[src/rtl/timeout_sched_pkg.sv]
// Shared types and helpers for the timeout scheduler.
package timeout_sched_pkg;

    typedef enum logic [1:0] {
        IDLE,
        RUN,
        EXPIRED,
        RELEASE
    } sched_state_e;

    localparam int unsigned DEFAULT_CW = 32;

    // Encodes a one-hot vector of up to eight bits into its index.
    function automatic logic [2:0] onehot_to_idx(input logic [7:0] oh);
        logic [2:0] idx;
        idx = '0;
        for (int unsigned i = 0; i < 8; i++) begin
            if (oh[i]) idx = idx | 3'(i);
        end
        return idx;
    endfunction

endpackage

[src/rtl/rr_pick.sv]
// Combinational round-robin selector: first set req bit after 'last', wrapping.
module rr_pick #(
    parameter int unsigned NREQ = 4,
    parameter int unsigned IW   = 2
) (
    input  logic [NREQ-1:0] req,
    input  logic [IW-1:0]   last,
    output logic [IW-1:0]   sel,
    output logic            valid
);

    int unsigned w_idx;

    // Scan from farthest to nearest so the nearest set bit after 'last' wins.
    always_comb begin
        sel   = '0;
        valid = 1'b0;
        w_idx = 0;
        for (int unsigned k = NREQ; k >= 1; k--) begin
            w_idx = (32'(last) + k) % NREQ;
            if (req[w_idx]) begin
                sel   = IW'(w_idx);
                valid = 1'b1;
            end
        end
    end

endmodule

[src/rtl/timeout_scheduler.sv]
// Shares one timeout counter between NREQ requesters with round-robin grant.
module timeout_scheduler
    import timeout_sched_pkg::*;
#(
    parameter int unsigned NREQ = 4,
    parameter int unsigned CW   = DEFAULT_CW
) (
    input  logic               clock,
    input  logic               rst_n,
    input  logic [NREQ-1:0]    req,
    input  logic [NREQ-1:0]    done,
    input  logic [NREQ*CW-1:0] req_len,
    output logic [NREQ-1:0]    grant,
    output logic               busy,
    output logic [CW-1:0]      elapsed,
    output logic [NREQ-1:0]    timeout_pulse,
    output logic [NREQ-1:0]    timeout_flag
);

    localparam int unsigned IW = (NREQ > 1) ? $clog2(NREQ) : 1;

    sched_state_e    r_state,   w_state_nxt;
    logic [NREQ-1:0] r_grant,   w_grant_nxt;
    logic [CW-1:0]   r_elapsed, w_elapsed_nxt;
    logic [CW-1:0]   r_len,     w_len_nxt;
    logic [NREQ-1:0] r_pulse,   w_pulse_nxt;
    logic [NREQ-1:0] r_flag,    w_flag_nxt;
    logic [IW-1:0]   r_last,    w_last_nxt;

    logic [IW-1:0]   w_pick_sel;
    logic            w_pick_valid;
    logic [7:0]      w_grant8;
    logic [IW-1:0]   w_sel;

    rr_pick #(
        .NREQ (NREQ),
        .IW   (IW)
    ) u_rr_pick (
        .req   (req),
        .last  (r_last),
        .sel   (w_pick_sel),
        .valid (w_pick_valid)
    );

    // The granted index is recovered from the one-hot grant rather than stored twice.
    always_comb begin
        w_grant8             = '0;
        w_grant8[NREQ-1:0]   = r_grant;
        w_sel                = IW'(onehot_to_idx(w_grant8));
    end

    always_ff @(posedge clock) begin
        if (!rst_n) begin
            r_state   <= IDLE;
            r_grant   <= '0;
            r_elapsed <= '0;
            r_len     <= '0;
            r_pulse   <= '0;
            r_flag    <= '0;
            r_last    <= IW'(NREQ - 1);
        end else begin
            r_state   <= w_state_nxt;
            r_grant   <= w_grant_nxt;
            r_elapsed <= w_elapsed_nxt;
            r_len     <= w_len_nxt;
            r_pulse   <= w_pulse_nxt;
            r_flag    <= w_flag_nxt;
            r_last    <= w_last_nxt;
        end
    end

    always_comb begin
        w_state_nxt   = r_state;
        w_grant_nxt   = r_grant;
        w_elapsed_nxt = r_elapsed;
        w_len_nxt     = r_len;
        w_pulse_nxt   = '0;
        w_flag_nxt    = r_flag;
        w_last_nxt    = r_last;

        case (r_state)
            IDLE: begin
                w_elapsed_nxt = '0;
                if (w_pick_valid) begin
                    w_grant_nxt             = '0;
                    w_grant_nxt[w_pick_sel] = 1'b1;
                    w_len_nxt               = req_len[w_pick_sel*CW +: CW];
                    w_state_nxt             = RUN;
                end
            end
            RUN: begin
                if (done[w_sel] || !req[w_sel]) begin
                    w_grant_nxt   = '0;
                    w_elapsed_nxt = '0;
                    w_last_nxt    = w_sel;
                    w_state_nxt   = RELEASE;
                end else if ((r_len != '0) && (r_elapsed == r_len - CW'(1))) begin
                    w_elapsed_nxt       = r_len;
                    w_pulse_nxt[w_sel]  = 1'b1;
                    w_flag_nxt[w_sel]   = 1'b1;
                    w_state_nxt         = EXPIRED;
                end else if (r_elapsed != '1) begin
                    w_elapsed_nxt = r_elapsed + CW'(1);
                end
            end
            EXPIRED: begin
                if (!req[w_sel]) begin
                    w_grant_nxt   = '0;
                    w_flag_nxt    = '0;
                    w_elapsed_nxt = '0;
                    w_last_nxt    = w_sel;
                    w_state_nxt   = RELEASE;
                end
            end
            RELEASE: begin
                w_elapsed_nxt = '0;
                w_state_nxt   = IDLE;
            end
            default: begin
                w_state_nxt = IDLE;
            end
        endcase
    end

    assign grant         = r_grant;
    assign busy          = |r_grant;
    assign elapsed       = r_elapsed;
    assign timeout_pulse = r_pulse;
    assign timeout_flag  = r_flag;

endmodule

[config.mk]
export PLATFORM = sky130hd
export DESIGN_NAME = timeout_scheduler
export DESIGN_NICKNAME = d
export VERILOG_FILES = /design/src/rtl/timeout_sched_pkg.sv /design/src/rtl/rr_pick.sv /design/src/rtl/timeout_scheduler.sv
export SDC_FILE = /design/constraint.sdc
export NUM_CORES = 1
export LEC_CHECK = 0
export BUFFER_PORTS_ARGS = -buffer_cell sky130_fd_sc_hd__buf_2
export CORE_ASPECT_RATIO = 1.1
export CORE_MARGIN = 2
export CORE_UTILIZATION = 45
export CTS_CLUSTER_DIAMETER = 40
export DETAILED_ROUTE_END_ITERATION = 16
export MAX_ROUTING_LAYER = met4
export PLACE_DENSITY_LB_ADDON = 0.15
export SLEW_MARGIN = 5
export SYNTH_ARGS = -nofsm -noshare
export SYNTH_HDL_FRONTEND = slang
export SYNTH_SLANG_ARGS = --single-unit
[constraint.sdc]
create_clock -name clock -period 5 [get_ports clock]
set_input_delay 0.75 -clock clock [delete_from_list [all_inputs] [get_ports clock]]
set_output_delay 0.75 -clock clock [all_outputs]
set_load 0.02 [all_outputs]
==> results of run 1 <==
[kinds of logic (layout without fill, tap and decap cells)]
kind of cell | Yosys count | count (layout) | share of synthesized area, %
muxes | 33 | 33 | 5.19
AOI/OAI and AO/OA | 217 | 217 | 23.3
DFF | 80 | 80 | 25.1
and+or+nand+nor | 399 | 399 | 33.7
buffers and inverters | 82 | 219 | 5.33
xor gates and xnor gates | 44 | 44 | 6.27
adders and majority gates | 6 | 6 | 1.18
[synthesized netlist by cell type (all sizes together), types with 2 or more instances]
| master | n |
|---|---|
| nand4 | 17 |
| nor2b | 39 |
| nand2b | 3 |
| or4 | 7 |
| nand2 | 110 |
| nand3 | 22 |
| or2 | 6 |
| o21a | 5 |
| nor4b | 3 |
| o2bb2a | 2 |
| a31oi | 2 |
| o41ai | 5 |
| a21oi | 41 |
| a211oi | 35 |
| a311oi | 32 |
| nor4 | 24 |
| or3b | 2 |
| o221ai | 3 |
| nand3b | 5 |
| or3 | 6 |
| a22oi | 2 |
| nor3 | 32 |
| nor3b | 4 |
| o31ai | 4 |
| xnor2 | 28 |
| buf | 15 |
| o211ai | 4 |
| and2 | 39 |
| inv | 12 |
| o22ai | 19 |
| dfxtp | 80 |
| mux2i | 32 |
| a221o | 3 |
| clkbuf | 55 |
| o2bb2ai | 9 |
| and3 | 8 |
| o21ai | 41 |
| xor2 | 15 |
| nor2 | 68 |
| ha | 6 |
| nand4b | 2 |
[through the flow]
stage | instance area, µm² | utilization [%] | hold WS (ns)
2_1_floorplan | 6390 | - | 0.468
3_3_place_gp | 7350 | 53.0 | 0.433
3_5_place_dp | 7350 | 53.0 | 0.440
4_1_cts | 7680 | 55.4 | 0.449
5_1_grt | 7680 | 55.4 | 0.470
6_report | 7680 | 55.4 | 0.448
[critical path, cell delays in order, from the launching register on]
cell,delay (ns)
dfxtp_1,0.37
inv_1,0.11
ha_1,0.23
nor3b_2,0.36
nand4_4,0.24
xnor2_1,0.19
nor4_1,0.45
nor3b_1,0.27
nand4_1,0.28
o21ai_1,0.75
a21oi_1,0.23
a221o_1,0.33
[power groups by stage]
stage | clock network [W] | logic (W) | registers (W)
6_report | 0.000738 | 0.00221 | 0.00111
5_1_grt | 0.000774 | 0.00246 | 0.00113
2_1_floorplan | 0 | 0.00184 | 0.000900
4_1_cts | 0.000747 | 0.00220 | 0.00109
3_3_place_gp | 0 | 0.00219 | 0.00110
3_5_place_dp | 0 | 0.00219 | 0.00111
[flip-flops by register name, indices dropped and copies added (netlist names)]
register / cells
elapsed: 32
grant: 4
r_last: 2
r_len: 32
r_state: 2
timeout_flag: 4
timeout_pulse: 4
[layout make-up]
type | count | area, µm²
Timing Repair Buffer | 191 | 978
Clock buffer | 12 | 256
Sequential cell | 80 | 1600
Tap cell | 188 | 235
Inverter | 12 | 45.0
Clock inverter | 4 | 76.3
Fill cell | 1437 | 6170
Multi-Input combinational cell | 699 | 4490
[cells in the final DEF (no fill, tap or decap), types with 4 or more instances in the layout]
cell type | Yosys | final
buf_4 | 1 | 9
o31ai_1 | 4 | 4
o22ai_1 | 19 | 19
nor2b_1 | 39 | 38
or2_2 | 6 | 6
nand4_1 | 15 | 15
xnor2_1 | 28 | 28
or3_1 | 6 | 6
and3_1 | 8 | 8
nor3_1 | 30 | 30
o211ai_1 | 4 | 4
a211oi_1 | 35 | 35
nand2_1 | 110 | 110
nor2_1 | 67 | 65
nor4_4 | 5 | 5
o2bb2ai_1 | 9 | 9
ha_1 | 6 | 6
buf_2 | 9 | 182
o21ai_1 | 8 | 7
or4_1 | 7 | 7
and2_1 | 39 | 39
nand3b_1 | 5 | 5
o21ai_0 | 33 | 32
clkbuf_16 | 0 | 9
dfxtp_1 | 80 | 80
xor2_1 | 15 | 15
a311oi_1 | 32 | 32
nand3_1 | 21 | 21
mux2i_1 | 32 | 32
o41ai_1 | 5 | 4
nor4_1 | 19 | 19
a21oi_1 | 41 | 41
o21a_1 | 5 | 5
inv_1 | 12 | 12
[path summary, 6_finish.rpt]
path | start | end | slack (ns) | depth (start not counted)
worst max-delay path | r_len[0]$_SDFFE_PN0P_ | elapsed[9]$_SDFFE_PN0P_ | 1.08 | 11
worst min-delay path | timeout_flag[0]$_SDFFE_PN0P_ | timeout_flag[0]$_SDFFE_PN0P_ | 0.45 | 2
worst max register to register | r_len[0]$_SDFFE_PN0P_ | elapsed[9]$_SDFFE_PN0P_ | 1.08 | 11
worst min register to register | timeout_flag[0]$_SDFFE_PN0P_ | timeout_flag[0]$_SDFFE_PN0P_ | 0.45 | 2
[metal layers]
layer	wire [µm]	up-vias	global-route usage, %
li1	-	3433	-
met5	0	-	-
met1	9770	3175	38.4
met4	402	0	8.36
met2	9440	336	43.3
met3	1500	32	3.90
==> summary.txt, run 1 <==
Drt
  – Initial DRC Count: approximately 590
  – Mean routed wirelength per cell: 17.8 µm
  – Routed wire length: 21100 µm
  – Post-DR vias/cell: 5.88
  – DR DRC count: 0
  – Via count: 6976
  – DRT antenna net count: 0
  – Total iterations of the first detailed-routing run: 6

Yosys
  – #FFs+latches synth: 80
  – Netlist cell types: between 60 and 70
  – Area leader, netlist: dfxtp_1
  – Syn avg cell area: 7.42 µm²
  – Netlist Area Pre-Place: 6390 µm²
  – Asr flop ratio synth: 0%
  – Register area share after synthesis: about a quarter
  – Top cell type's share of synthesized area: 25.1%
  – Largest cells by area after synthesis: dfxtp_1 25%, nand2_1 6.5%, mux2i_1 5.0%
  – Mapped Cells: 861
  – EDFF count, synth: 0
  – Synthesis warning total: 0
  – Synth Net Count: 1005
  – Main synth FF type: dfxtp_1

Pwr
  – VDD IR-drop max: 0.246 mV
  – Clock power frac: 18.2%
  – Switching share of power: between 40% and 50%
  – Seq pwr share: 27.3%
  – P_sw: between 0.0015 and 0.002 W
  – LEAKAGE: approximately 2.9 nW
  – Pwr Density: 529 nW/µm²
  – Comb pwr share: 54.6%
  – Total design power: 0.00406 W
  – Int Pwr: 0.00214 W

Setup path
  – Worst EP required: 5.22 ns
  – Arrival @ worst endpoint: 4.15 ns
  – Worst Path Max Fanout: 13
  – CP Class: reg2reg
  – Critical Path End Type: flop
  – Startpoint types: flop

Final layout
  – Share of cells above drive strength 1: 23.4%
  – Final Non-Filler Cells: 1186
  – Final nets: between 1000 and 1500
  – Area grow syn2layout: 20.2%
  – Ant diodes: 0

Placed design
  – Inst Count DP: around 1200
  – Routability cong.: between 0.9 and 1
  – Port buffer count: 182
  – Pre-CTS setup slack: 1.15 ns
  – Post-DP HPWL: 16000 µm

Floorplan
  – Die area: about 15000 µm²
  – Top Ports: ~180
  – Starting Density: 46.1%
  – Row Count: 45
  – Core footprint: 13900 µm²
  – DIE WIDTH: 118 µm
  – Chip height: 129 µm

CTS
  – Post-cts sizing count: 0
  – CTS tree: built
  – Clock Path Buffers: 2
  – Cts-stage hold buffer count: 0
  – Cts bufs inserted: 9
  – Clock Tree Root: clkbuf_16
  – Setup Fix Bufs, Post-CTS: 0
  – # H-tree levels: 3
  – Clock latency on the worst-skew pair: 0.34 ns
  – Clock Sinks: 80
  – Clock slew at reported path FFs: 0.06 ns

STA
  – Least-Margin Pin Slew: 1.10 ns
  – Final hold viol count: 0
  – Setup TNS: 0 ns
  – Final worst slack: 1.08 ns
  – Slew Viols, Final: 0
  – Max transition margin: roughly a quarter
  – Final setup fails: 0
  – Clock skew: slightly below 0.009 ns
  – RSZ-0062 raised after global routing: false
  – Fmax: 255 MHz
  – Crit path time final: 3.92 ns
  – Final period util: 78.5%

Flow run
  – Max_cap viols: 0

Global route
  – Overflow after GRT: 0
  – Number of global-route vias before repair: between 6000 and 7000
  – Initial antenna violation count: 0
  – Largest net degree at the start of global routing: 67
  – All-Layer GR Usage: 28.1%
  – Wire length of the first global-routing pass: 33400 µm

Worst hold path
  – Worst Hold Class: reg2reg

Outcome
  – Outcome: completed
No activity file was read; power rests on OpenSTA's default activity.
==> inputs of run 2 (changes only) <==
==> constraint.sdc (replaced) <==
create_clock -name clock -period 3.6 [get_ports clock]
set_input_delay 0.54 -clock clock [delete_from_list [all_inputs] [get_ports clock]]
set_output_delay 0.54 -clock clock [all_outputs]
set_load 0.02 [all_outputs]
==> run 2 against run 1 <==
Total power up 44%; hold slack worse by 0.0036 ns; sequential share of layout area down 0.75 points; register-to-register slack worse by 0.86 ns; die area stayed put; combinational power up 55%; wire length is 1.8% higher; global-route usage up 0.53 points; non-clock buffer count increased by 34; maximum frequency rose by 16%.
==> summary.txt, run 2 (same netlist as run 1, synthesis figures left out) <==
Final layout
  – Filler cells: 1392
  – Final nets: 1171
  – Area grow syn2layout: 24.7%
  – Ant diodes: 0
  – Post-layout util: 57.5%
  – Most common cell after layout, fill and taps aside: buf_2
  – Multi-input gate area: 4490 µm²
  – Post-route cell area: 7970 µm²
  – Commonest cells after routing, fill and taps aside: 182 x buf_2, 110 x nand2_1, 80 x dfxtp_1, 65 x nor2_1, 41 x a21oi_1
  – FF+latch area: 1600 µm²
  – Share of cells above drive strength 1: 26.0%
  – Final Non-Filler Cells: 1219

CTS
  – CTS tree: built
  – Clock Sinks: 80
  – Cts bufs inserted: 9
  – Clock latency on the worst-skew pair: 0.35 ns
  – # H-tree levels: 3
  – Clock slew at reported path FFs: 0.06 ns
  – Clock Path Buffers: 2
  – Clock Tree Root: clkbuf_16

Setup path
  – CP Class: reg2reg
  – Startpoint types: flop
  – Worst path most repeated cell: buf_4
  – CP max stage cell: nor4_2
  – Critical Path End Type: flop
  – Worst R2R Path Depth: 13
  – R2r startpoint: r_len[1]$_SDFFE_PN0P_
  – CP peak stage delay: roughly 0.43 ns
  – Worst Path Max Fanout: 11
  – Reg2reg end: elapsed[28]$_SDFFE_PN0P_
  – CP Cell Sequence: inv_1 > ha_1 > nor3b_2 > nand4_4 > xnor2_1 > nor4_2 > nor3b_1 > nand4_1 > buf_4 > o21a_1 > nor2_2 > buf_4 > o22ai_1
  – Worst EP required: 3.80 ns
  – R2r setup slk: 0.22 ns
  – Arrival @ worst endpoint: 3.58 ns

Drt
  – DR DRC count: 0
  – Mean routed wirelength per cell: around 18 µm
  – Via count: 7169
  – Routed wire length: 21500 µm
  – Post-DR vias/cell: around 5.9
  – DRT antenna net count: 0
  – Initial DRC Count: roughly 670
  – Total iterations of the first detailed-routing run: 7

Global route
  – Initial antenna violation count: 0
  – Overflow after GRT: 0
  – All-Layer GR Usage: 28.6%
  – Wire length of the first global-routing pass: 34000 µm
  – Largest net degree at the start of global routing: 67
  – Number of global-route vias before repair: 6451

Placed design
  – Cell Area, Placed: 7630 µm²
  – Routability cong.: 0.947
  – Port buffer count: 182
  – Post-DP HPWL: 16400 µm
  – Pre-CTS setup slack: 0.163 ns
  – Inst Count DP: 1203

Flow run
  – Max_cap viols: 0

STA
  – Setup TNS: 0 ns
  – Least-Margin Pin Slew: about 1.1 ns
  – Clock skew: 0.00783 ns
  – Final setup fails: 0
  – Slew Viols, Final: 0
  – Max transition margin: 25.4%
  – Final hold viol count: 0
  – Fmax: 296 MHz
  – Final period util: 94.0%
  – Crit path time final: 3.38 ns
  – Final worst slack: around 0.22 ns

Pwr
  – VDD IR-drop max: approximately 0.33 mV
  – Pwr Density: 733 nW/µm²
  – LEAKAGE: 3.12 nW

Worst hold path
  – Worst Hold Depth: 2
  – Min-delay src: timeout_flag[0]$_SDFFE_PN0P_
  – Min-Delay Endpoint: timeout_flag[0]$_SDFFE_PN0P_
  – Worst Hold Class: reg2reg

Floorplan
  – DIE WIDTH: ~120 µm
  – Chip height: 129 µm
  – Starting Density: 46.1%
  – Core footprint: 13900 µm²
  – Row Count: 45
  – Die area: 15200 µm²
  – Top Ports: 183

Outcome
  – Outcome: completed
## run 2: cell count changes in the layout (fill, tap and decap cells not counted), sizes merged
cell | previous run | this run
clkinvlp | 1 | 0
buf | 191 | 225
## run 2: worst max-delay path by stage
stage | start | endpoint | depth (start not counted)
2_1_floorplan | r_len[7]$_SDFFE_PN0P_ | elapsed[15]$_SDFFE_PN0P_ | 9
3_5_place_dp | r_len[1]$_SDFFE_PN0P_ | elapsed[9]$_SDFFE_PN0P_ | 12
6_report | r_len[1]$_SDFFE_PN0P_ | elapsed[28]$_SDFFE_PN0P_ | 13
4_1_cts | r_len[1]$_SDFFE_PN0P_ | elapsed[28]$_SDFFE_PN0P_ | 12
3_3_place_gp | r_len[10]$_SDFFE_PN0P_ | elapsed[9]$_SDFFE_PN0P_ | 10
5_1_grt | r_len[1]$_SDFFE_PN0P_ | elapsed[28]$_SDFFE_PN0P_ | 13
## run 2: per-layer routing
| metal | GRT usage [%] | vias up | routed length, µm |
|---|---|---|---|
| met5 | - | - | 0 |
| met3 | 3.68 | 40 | 1640 |
| met1 | 38.3 | 3312 | 9530 |
| li1 | - | 3487 | - |
| met2 | 45.3 | 330 | 9920 |
| met4 | 8.79 | 0 | 405 |
## run 2: layout make-up
class,instances,area share [%]
Clock buffer,12,3.22
Clock inverter,3,0.817
Inverter,12,0.565
Multi-Input combinational cell,699,56.4
Sequential cell,80,20.1
Tap cell,188,2.95
Timing Repair Buffer,225,16.0
## run 2: power breakdown
part / total [W] / internal [W] / switching [W]
clock: 0.00101 / 0.000641 / 0.000368
combinational: 0.00342 / 0.00141 / 0.00201
sequential: 0.00141 / 0.00108 / 0.000335
total: 0.00584 / 0.00312 / 0.00272
## run 2: timing repair
action                     in CTS  in global routing
resized for setup               0                  1
buffers inserted                0                  1
hold buffers                    0                  0
setup endpoints to repair       0                 33
## run 2: stage by stage
stage                     total power [W]  hold slack (ns)
after floorplan                   0.00381            0.468
after global placement            0.00475            0.433
after detailed placement          0.00478            0.438
after CTS                         0.00579            0.446
after global routing              0.00626            0.470
final                             0.00584            0.444
## run 2: worst max-delay path: cells and delay by family, from the launching register on
kind	cells	cell delay, ns
DFF	1	0.38
xor gates and xnor gates	1	0.21
buffers and inverters	3	0.51
AOI/OAI and AO/OA	2	0.38
adders and majority gates	1	0.22
and+or+nand+nor	6	1.53
